### src/rtl/hazard_ctrl.sv
`default_nettype none
// ============================================================================
// Module   : hazard_ctrl
// Purpose  : Pipeline hazard/stall controller for the in-order RV32 core.
//            Produces per-stage write-enable and clear vectors, handles
//            multi-cycle load-use stalls, SRAM wait stalls with a sticky
//            timeout flag, branch flushes deferred across SRAM stalls, and
//            saturating stall/flush performance counters.
// Revision : 1.0 - initial release
// ============================================================================
module hazard_ctrl #(
    parameter int NUM_STAGES   = 5,
    parameter int REG_AW       = 5,
    parameter int LOAD_LAT     = 1,
    parameter int FLUSH_DEPTH  = 3,
    parameter int SRAM_TIMEOUT = 255,
    parameter int CNT_W        = 16
) (
    input  logic                  clk,
    input  logic                  rst,
    input  logic                  IDEX_rdwren,
    input  logic                  IDEX_mem_rden,
    input  logic [REG_AW-1:0]     IDEX_rd,
    input  logic [REG_AW-1:0]     IFID_rs1,
    input  logic [REG_AW-1:0]     IFID_rs2,
    input  logic                  IFID_rs1_used,
    input  logic                  IFID_rs2_used,
    input  logic                  br_flush,
    input  logic                  sram_stall,
    output logic [NUM_STAGES-1:0] stage_wren,
    output logic [NUM_STAGES-1:0] stage_clear,
    output logic                  stall_active,
    output logic                  flush_active,
    output logic                  sram_timeout,
    output logic [CNT_W-1:0]      stall_cycles,
    output logic [CNT_W-1:0]      flush_count
);

    typedef enum logic [0:0] {
        IDLE     = 1'b0,
        LU_STALL = 1'b1
    } state_t;

    // Wait counter only needs to reach SRAM_TIMEOUT-1.
    localparam int c_WAIT_W = (SRAM_TIMEOUT < 2) ? 1 : $clog2(SRAM_TIMEOUT);
    localparam logic [c_WAIT_W-1:0] c_TO_THRESH =
        c_WAIT_W'((SRAM_TIMEOUT == 0) ? 0 : SRAM_TIMEOUT - 1);
    localparam logic [2:0] c_LU_INIT = 3'(LOAD_LAT - 1);
    // Load-use bubble: freeze PC and IF/ID, clear ID/EX.
    localparam logic [NUM_STAGES-1:0] c_LU_WREN  = ~(NUM_STAGES'(3));
    localparam logic [NUM_STAGES-1:0] c_LU_CLEAR = NUM_STAGES'(4);
    // Flush clears stage indices 1..FLUSH_DEPTH.
    localparam logic [NUM_STAGES-1:0] c_FLUSH_MASK =
        NUM_STAGES'((2 ** (FLUSH_DEPTH + 1)) - 2);

    state_t                fsm_q, fsm_d;
    logic [2:0]            lu_cnt_q, lu_cnt_d;
    logic                  flush_pend_q, flush_pend_d;
    logic [c_WAIT_W-1:0]   sram_wait_cnt_q, sram_wait_cnt_d;
    logic                  sram_timeout_q, sram_timeout_d;
    logic [CNT_W-1:0]      stall_cycles_q, stall_cycles_d;
    logic [CNT_W-1:0]      flush_count_q, flush_count_d;

    logic                  lu_hit;
    logic [NUM_STAGES-1:0] wren_d, clear_d;
    logic                  stall_d, flush_d;

    assign lu_hit = IDEX_mem_rden && IDEX_rdwren && (IDEX_rd != '0) &&
                    ((IFID_rs1_used && (IDEX_rd == IFID_rs1)) ||
                     (IFID_rs2_used && (IDEX_rd == IFID_rs2)));

    // Prioritised cycle action: SRAM stall > flush > load-use stall > normal.
    always_comb begin
        wren_d       = '1;
        clear_d      = '0;
        stall_d      = 1'b0;
        flush_d      = 1'b0;
        fsm_d        = fsm_q;
        lu_cnt_d     = lu_cnt_q;
        flush_pend_d = flush_pend_q;
        if (sram_stall) begin
            wren_d  = '0;
            stall_d = 1'b1;
            if (br_flush) begin
                flush_pend_d = 1'b1;
            end
        end else if (br_flush || flush_pend_q) begin
            clear_d      = c_FLUSH_MASK;
            flush_d      = 1'b1;
            flush_pend_d = 1'b0;
            fsm_d        = IDLE;
            lu_cnt_d     = 3'd0;
        end else if (fsm_q == LU_STALL) begin
            wren_d   = c_LU_WREN;
            clear_d  = c_LU_CLEAR;
            stall_d  = 1'b1;
            lu_cnt_d = lu_cnt_q - 3'd1;
            if (lu_cnt_q == 3'd1) begin
                fsm_d = IDLE;
            end
        end else if (lu_hit) begin
            wren_d  = c_LU_WREN;
            clear_d = c_LU_CLEAR;
            stall_d = 1'b1;
            if (LOAD_LAT > 1) begin
                fsm_d    = LU_STALL;
                lu_cnt_d = c_LU_INIT;
            end
        end
        // Reset forces every pipeline register to load and clear.
        if (rst) begin
            wren_d  = '1;
            clear_d = '1;
            stall_d = 1'b0;
            flush_d = 1'b0;
        end
    end

    // Next values for the wait counter, sticky timeout and perf counters.
    always_comb begin
        sram_wait_cnt_d = '0;
        if (sram_stall) begin
            sram_wait_cnt_d = (&sram_wait_cnt_q) ? sram_wait_cnt_q
                                                 : sram_wait_cnt_q + 1'b1;
        end
        sram_timeout_d = sram_timeout_q ||
                         ((SRAM_TIMEOUT != 0) && sram_stall &&
                          (sram_wait_cnt_q >= c_TO_THRESH));
        stall_cycles_d = stall_cycles_q;
        if (stall_d && !(&stall_cycles_q)) begin
            stall_cycles_d = stall_cycles_q + 1'b1;
        end
        flush_count_d = flush_count_q;
        if (flush_d && !(&flush_count_q)) begin
            flush_count_d = flush_count_q + 1'b1;
        end
    end

    // State register update with synchronous reset.
    always_ff @(posedge clk) begin
        if (rst) begin
            fsm_q           <= IDLE;
            lu_cnt_q        <= 3'd0;
            flush_pend_q    <= 1'b0;
            sram_wait_cnt_q <= '0;
            sram_timeout_q  <= 1'b0;
            stall_cycles_q  <= '0;
            flush_count_q   <= '0;
        end else begin
            fsm_q           <= fsm_d;
            lu_cnt_q        <= lu_cnt_d;
            flush_pend_q    <= flush_pend_d;
            sram_wait_cnt_q <= sram_wait_cnt_d;
            sram_timeout_q  <= sram_timeout_d;
            stall_cycles_q  <= stall_cycles_d;
            flush_count_q   <= flush_count_d;
        end
    end

    assign stage_wren   = wren_d;
    assign stage_clear  = clear_d;
    assign stall_active = stall_d;
    assign flush_active = flush_d;
    assign sram_timeout = sram_timeout_q;
    assign stall_cycles = stall_cycles_q;
    assign flush_count  = flush_count_q;

endmodule
`default_nettype wire

### config.mk
export PLATFORM = sky130hd
export DESIGN_NAME = hazard_ctrl
export DESIGN_NICKNAME = d
export VERILOG_FILES = /design/src/rtl/hazard_ctrl.sv
export SDC_FILE = /design/constraint.sdc
export NUM_CORES = 1
export LEC_CHECK = 0
export BUFFER_PORTS_ARGS = -buffer_cell sky130_fd_sc_hd__buf_2
export CAP_MARGIN = 40
export CELL_PAD_IN_SITES_DETAIL_PLACEMENT = 0
export CELL_PAD_IN_SITES_GLOBAL_PLACEMENT = 1
export CORE_ASPECT_RATIO = 0.8
export CORE_MARGIN = 2
export CORE_UTILIZATION = 38
export DETAILED_ROUTE_END_ITERATION = 10
export GPL_TIMING_DRIVEN = 1
export HOLD_SLACK_MARGIN = 0.03
export PLACE_DENSITY_LB_ADDON = 0.1
export SYNTH_ARGS = -nofsm -noshare
export SYNTH_HDL_FRONTEND = slang
export SYNTH_SLANG_ARGS = --single-unit
### constraint.sdc
create_clock -name clk -period 2.8 [get_ports clk]
set_input_delay 0.42 -clock clk [delete_from_list [all_inputs] [get_ports clk]]
set_output_delay 0.42 -clock clk [all_outputs]
set_load 0.01 [all_outputs]
==> results.txt, run 1 <==
The floorplan step set the die height to around 74 um. By count the netlist is led by dfxtp_1, nor2_1, xnor2_1. The worst hold path passes through 2 cells. The share of total power in combinational logic came out at a little under a tenth.

The proportion of layout cells with a drive suffix above 1 came out at 25.6%. The post-synthesis adder-cell area fraction is about 3.2%. The routed layout has 2,008 vias. The net switching share of the total power came out at between 20% and 30%. The slowest stage of the critical path belongs to the cell or3_1. The worst path in the final design needs a cycle of about 2200 ps, including I/O delays and setup. In the synthesized netlist, the number of instances is ~280. Setup violations remaining at the end of the flow were counted as 0. The sequential cell fraction of total power came out at between 50% and 60%. The number of buffers inserted by hold repair at cts came out at 0. The die is between 90 and 100 um wide. The placed cell area is 2730 um^2.

The sequential element share of the synthesized area is 39.2%. TritonCTS built the clock tree. STA classifies the critical path endpoint as a primary output.

The number of placed instances, taps included came out at just over 400. Of the post-synthesis cell area, the dominant cell type holds between 30 and 40%. Summing every instance area after synthesis gives roughly 2300 um^2. The number of buffers created by CTS came out at 5. Post-CTS repair changed the size of 0 cells. The startpoint identified for the worst register-to-register timing path is stall_cycles[9].

In this run the count of I/O pins placed on the die edge is ~70. Averaged over all synthesized cells, the footprint is 8.51 um^2. The clock latency on the worst-skew pair came out at 290 ps. Detailed placement finished with a half-perimeter wire length of between 3 and 4 mm.

The die area came out at about 7000 um^2. The initial antenna violation count is 0. The slack of the worst reg-to-reg path is approximately 610 ps.

The cell count of the worst reg-to-reg path is 8. The cell chosen for the clock root is clkbuf_8. The routed wirelength normalized by instance count came out at about 12 um.

The final non-filler cell total is 421. The buffer count from post-CTS setup fixing came out at 0. The antenna diode count is 0. Compared with the post-synthesis result, the final layout area differs by 19.9%. Counting every net in the synthesized netlist gives around 300. The clock slew at the register clock pins of the worst setup and hold paths is around 80 ps.

The count of flip-flops with a built-in enable after synthesis came out at 0. The total internal power came out at about 910 uW. At the pin with the least slew margin, the transition time is 488 ps. The power per unit of standard cell area is 424 nW/um^2. The count of buffers added on input and output ports is 67. The clock drives 46 sinks. The launch instance of the worst min-delay path is rst. The remaining design rule violation count came out at 0. The pin count of the biggest net entering global routing came out at 35. The worst hold path endpoint is lu_cnt_q[1]. The fraction of the mapped netlist area in compound gates came out at under 10%. The global route total overflow came out at 0.

The first global-routing pass estimated 8.64 mm of wire. The first-pass detailed-route iteration total is 4. The count of pins over their slew limit was 0. The number of DRC violations after detailed-routing iteration 0 is 44. The net count reported at finish is around 370. The longest clock path from root to sink contains 2 buffers. The final period utilization is around 80%. The endpoint identified for the worst register-to-register timing path is stall_cycles[11]. STA classifies the critical path startpoint as an input pin. The number of core rows came out at 25. The main combinational cell family by area after synthesis is simple AND/OR/NAND/NOR gates. The critical path's most frequent cell is buf_2. Static timing analysis puts the maximum clock frequency at between 400 and 500 MHz. The number of routed nets with antenna violations is 0. The detailed-route vias per instance is between 4 and 5. For the worst setup path, the data arrival time is 1810 ps. By area the synthesized netlist is led by dfxtp_1, xnor2_1, nor2_1. The total negative slack came out at 0 ps. The distinct cell type count after synthesis is 38. Setup repair after global routing left no endpoint under its margin. The critical path required time is 2380 ps.

Among all cell types in the netlist, the one instantiated most often is dfxtp_1. The flop and latch count out of synthesis is 46. The biggest fanout along the worst timing path is 3. The count of max-cap constraint violations came out at 0. The total number of H-tree levels is 2.

The clock network accounts for between 30% and 40% of the total power. For this configuration, the core starts out at a cell density of 39.5%. The count of endpoints failing hold in the final timing report is 0. In the synthesized netlist the dominant register cell turns out to be dfxtp_1. The critical path in this run is classified as input pin to primary output.

The share of the synthesized netlist area taken by xor and xnor gates is between 10% and 20%. The overall track demand over capacity in global routing came out at between 15 and 20%. In this design, the stage delay of the slowest critical-path cell is roughly 380 ps. Walking the worst path, the cells encountered are buf_2 > or3_1 > o311a_4 > a211oi_4 > nor2_1 > inv_1 > buf_2. The count of warnings emitted by yosys is 0. The final wirelength came out at 5.17 mm. The maximum resistive drop on vdd is between 0.15 and 0.2 mV.

The switching power came out at about 290 uW. The min-delay analysis places its worst path in the category input pin to flop. The remaining max-slew budget at the tightest pin is 67.3%. The filler cells instantiated in the layout total between 600 and 700. The finished cells cover between 2000 and 3000 um^2. The cell leakage power is roughly 0.0011 uW. The run finished with clean final reports.

The placeable core region is 5940 um^2. dfxtp_1 takes more of the synthesized area than any other cell. In the synthesized netlist the async set-or-reset flop fraction comes to 0%. The multiplexer share of the synthesized area came out at 0%. The placer congestion estimate came out at between 0.7 and 0.8. The number of global-route vias before repair is ~1,800. Summing the areas of all and, or, nand and nor instances in the mapped netlist gives between 20% and 30% of the synthesized area.

The clock tree skew after final layout came out at between 7 and 8 ps.
==> through the flow <==
stage | util [%] | setup WS, ps | hold WS, ps | total power (uW)
after floorplan | - | 402 | 450 | 752
after global placement | 45.9 | 552 | 451 | 794
after detailed placement | 45.9 | 555 | 455 | 794
after CTS | 47.4 | 553 | 387 | 1220
after global routing | 47.4 | 429 | 386 | 1260
final | 47.4 | 567 | 389 | 1190
==> cells in the final DEF (no fill, tap or decap), drive strengths merged, types with 2 or more instances in the layout <==
cell | netlist | routed
buf | 9 | 71
o21ai | 7 | 7
nor2 | 43 | 43
xor2 | 11 | 11
nand4 | 10 | 10
and3 | 6 | 6
and4 | 6 | 6
or2 | 3 | 3
dfxtp | 46 | 46
clkbuf | 6 | 7
nor4 | 5 | 5
nand3 | 13 | 13
inv | 7 | 7
nor3b | 2 | 2
nor3 | 13 | 13
nand2b | 2 | 2
a21oi | 11 | 11
xnor2 | 30 | 30
ha | 6 | 6
a211oi | 4 | 4
or3 | 4 | 4
nand2 | 21 | 21
a31oi | 2 | 2
==> layer usage <==
layer	up-vias	track usage (%)	wire length, um
met5	-	0	0
met4	0	3.98	25
met3	2	4.15	321
met2	47	22.5	2050
met1	890	22.8	2770
li1	1069	-	-
==> registers in the layout, indices dropped and copies added (netlist names) <==
signal,cells
stall_cycles,16
sram_wait_cnt_q,8
fsm_q,1
lu_cnt_q,3
flush_pend_q,1
flush_count,16
sram_timeout,1
==> worst max-delay path: cells and delay by family <==
family / cells / cell delay [ps]
buf+inv: 3 / 310
simple gates: 2 / 470
compound gates: 2 / 600
==> how the worst max path moves through the flow <==
stage          cells past startpoint  slack (ps)         start          endpoint
6_report                           7         570    IDEX_rd[0]     stage_wren[0]
3_3_place_gp                       7         550    IDEX_rd[0]     stage_wren[0]
5_1_grt                            8         430  flush_pend_q     stage_wren[1]
2_1_floorplan                      7         400    IDEX_rd[0]     stage_wren[1]
4_1_cts                            7         550    IDEX_rd[0]     stage_wren[0]
3_5_place_dp                       9         560    IDEX_rd[4]  stall_cycles[13]
==> layout make-up <==
class	instances	area [um^2]	share of cell area [%]
multi-input cells	208	1310	46.6
flip-flops and latches	46	921	32.7
repair buffers	71	365	13.0
well taps	81	101	3.60
clock buffers	7	86.3	3.07
inverters	7	26.3	0.933
clock inverters	1	5.00	0.178
==> cells by family (layout without fill, tap and decap cells) <==
| kind of cell | count (synthesis) | after routing |
|---|---|---|
| flops | 46 | 46 |
| compound gates | 29 | 29 |
| xor+xnor | 41 | 41 |
| fa+ha+maj | 6 | 6 |
| buf+inv | 22 | 86 |
| simple gates | 132 | 132 |
==> power groups by stage <==
stage / combinational [uW] / sequential, uW / clock, uW
3_3_place_gp: 113 / 681 / 0
6_report: 112 / 665 / 417
5_1_grt: 125 / 666 / 469
3_5_place_dp: 113 / 681 / 0
4_1_cts: 113 / 665 / 439
2_1_floorplan: 71.5 / 681 / 0
Power figures use the tool's default switching activity.
==> run 2: changes to the inputs <==
- clock period: 2.8 -> 2.3 ns (I/O delays scaled with it)
==> run 2 against run 1 <==
Against the previous run: setup slack got worse by 370 ps; non-clock buffer count is 3 higher; routed wire length is 0.45% higher; sequential share of layout area down 0.49 points; clock skew increased by 8.8 ps; critical path type unchanged.
==> results.txt, run 2 (synthesized netlist as in run 1, its figures left out) <==
The launch instance of the worst min-delay path is rst. The fmax came out at 475 MHz. The die area came out at between 6000 and 7000 um^2. For this run, the number of standard cells in the final layout without fillers is approximately 420. The number of ports placed on the die boundary is between 60 and 70. Measured along the y axis, the die boundary spans around 74 um. Of the total power, the share spent switching nets is 23.5%. The clock latency on the worst-skew pair is roughly 300 ps. The total number of H-tree levels came out at 2. Once detail routing completed, the nets flagged for antenna violations numbered 0. The initial antenna violation count came out at 0.

The count of endpoints failing hold in the final timing report came out at 0. STA classifies the critical path startpoint as an input pin. The maximum resistive drop on vdd is about 0.23 mV. Clock-pin slew was measured on the worst setup and hold paths at about 80 ps. The number of placed instances, taps included came out at roughly 420. In the finished design, the share of the clock period the worst path needs comes to around nine tenths. Leaving out fill and tap cells, the most frequent cells in the layout are buf_2, dfxtp_1, nor2_1, xnor2_1, nand2_1.

The routed layout has between 2,000 and 2,500 vias. By startpoint and endpoint, the worst setup path is classified as input pin to primary output. In this run the critical register-to-register path is launched from stall_cycles[9]. The most critical setup path has its startpoint at IDEX_rd[0]. Setup repair after global routing left no endpoint under its margin.

The combined flip-flop and latch cell area is about 920 um^2. The chip width is 91.9 um. Across the run, the number of max-cap violations was 0. The switching power is 363 uW. For flop-to-flop paths, the worst setup slack is 370 ps. The routed wirelength normalized by instance count is between 10 and 15 um.

The slew at the pin closest to its max-slew limit is about 480 ps. The remaining design rule violation count came out at 0. The overall track demand over capacity in global routing came out at between 10% and 20%. The layout filler cell count is ~640.

From synthesis to final layout, the design area changed by 21.7%. The worst path in the final design needs a cycle of around 2100 ps, including I/O delays and setup. The cell chosen for the clock root is clkbuf_8.

The power per unit of standard cell area came out at between 500 and 600 nW/um^2. The placer congestion estimate is approximately 0.76. The routed design has 5.19 mm of wire. In this run the deepest clock path goes through 2 buffers. The critical path required time came out at 1960 ps.

For the worst setup path, the data arrival time is ~1800 ps. The total internal power came out at between 1000 and 1500 uW. The clock tree skew after final layout came out at 15.8 ps. TritonCTS built the clock tree. Port buffering added 67 buffers. The effective utilization at floorplan came out at 39.5%. The wire length of the first global-routing pass came out at about 8.5 mm. Cells fill 48.1% of the core in the end. The number of DRC violations after detailed-routing iteration 0 came out at 47. After global routing the overflow that remains totals 0. The number of buffers created by CTS came out at 5. The number of global-route vias before repair came to approximately 1,700. The sequential cell fraction of total power is approximately 52%. The count of pins over their slew limit came out at 0. The number of core rows is 25.

The first-pass detailed-route iteration total came out at 5. The share of total power in combinational logic is under 10%. The placeable core region is between 5000 and 6000 um^2. The CTS sink count is 46.

The net count reported at finish is 371. Summing all multi-input logic gate instances after layout gives roughly 1300 um^2. The library cell used most frequently in the layout, excluding fill and tap cells, is buf_2.

The run finished with clean final reports. The remaining max-slew budget at the tightest pin is roughly two thirds. The pin count of the biggest net entering global routing came out at 36. The antenna diode count came out at 0. The clock network is responsible for between 30% and 40% of the overall power. The HPWL after detailed placement is 3.84 mm. STA classifies the critical path endpoint as a primary output. The setup violation total in the final timing report is 0.

The total negative slack came out at 0 ps. The path class of the lowest-slack min-delay path is input pin to flop. The buffer count from post-CTS setup fixing is 0. Using the TritonRoute via totals, the vias-per-cell ratio works out to 4.88. Cells with a size suffix above 1 make up between 20% and 30% of the layout. The biggest fanout along the worst timing path came out at 3. The cell leakage power came out at roughly 0.0011 uW.
-- run 2: worst paths after layout --
path | end | depth (start not counted)
setup / recovery | stage_wren[1] | 7
hold / removal | lu_cnt_q[1] | 2
setup reg to reg | stall_cycles[14] | 8
hold reg to reg | lu_cnt_q[2] | 2
-- run 2: routing by layer --
layer	up-vias	global-route usage (%)	part of all wire, %
met2	49	22.7	40
met5	-	0	0
met1	938	22.0	52
met3	5	4.66	6.6
met4	0	4.64	0.83
li1	1077	-	-
-- run 2: layout make-up --
cell class	instances	share of cell area [%]
multi-input cells	208	46.0
flip-flops and latches	46	32.2
repair buffers	74	13.6
well taps	81	3.54
clock buffers	5	2.41
clock inverters	3	1.40
inverters	7	0.919
-- run 2: power groups by stage --
| stage | clock, uW | combinational (uW) | sequential [uW] |
|---|---|---|---|
| floorplan | 0 | 87.0 | 829 |
| global placement | 0 | 141 | 828 |
| detailed placement | 0 | 140 | 828 |
| CTS | 618 | 140 | 810 |
| global route | 647 | 155 | 811 |
| finish | 598 | 139 | 810 |
-- run 2: timing repair --
item | in CTS | in global routing
hold buffers | 0 | 0
resized for setup | 0 | 1
endpoints found under the setup margin | 0 | 1
-- run 2: stage by stage --
stage	cell area (um^2)	setup WS [ps]	hold slack (ps)	total power (uW)
3_5_place_dp	2750	143	474	968
6_report	2860	194	295	1550
2_1_floorplan	2350	51.8	450	916
4_1_cts	2860	140	287	1570
3_3_place_gp	2750	143	448	969
5_1_grt	2860	72.0	301	1610
-- run 2: worst max-delay path, stage by stage --
cell and delay (ps):
buf_2 120, or3_1 380, o311a_4 330, a211oi_4 290, nor2_1 90, inv_1 70, buf_2 120
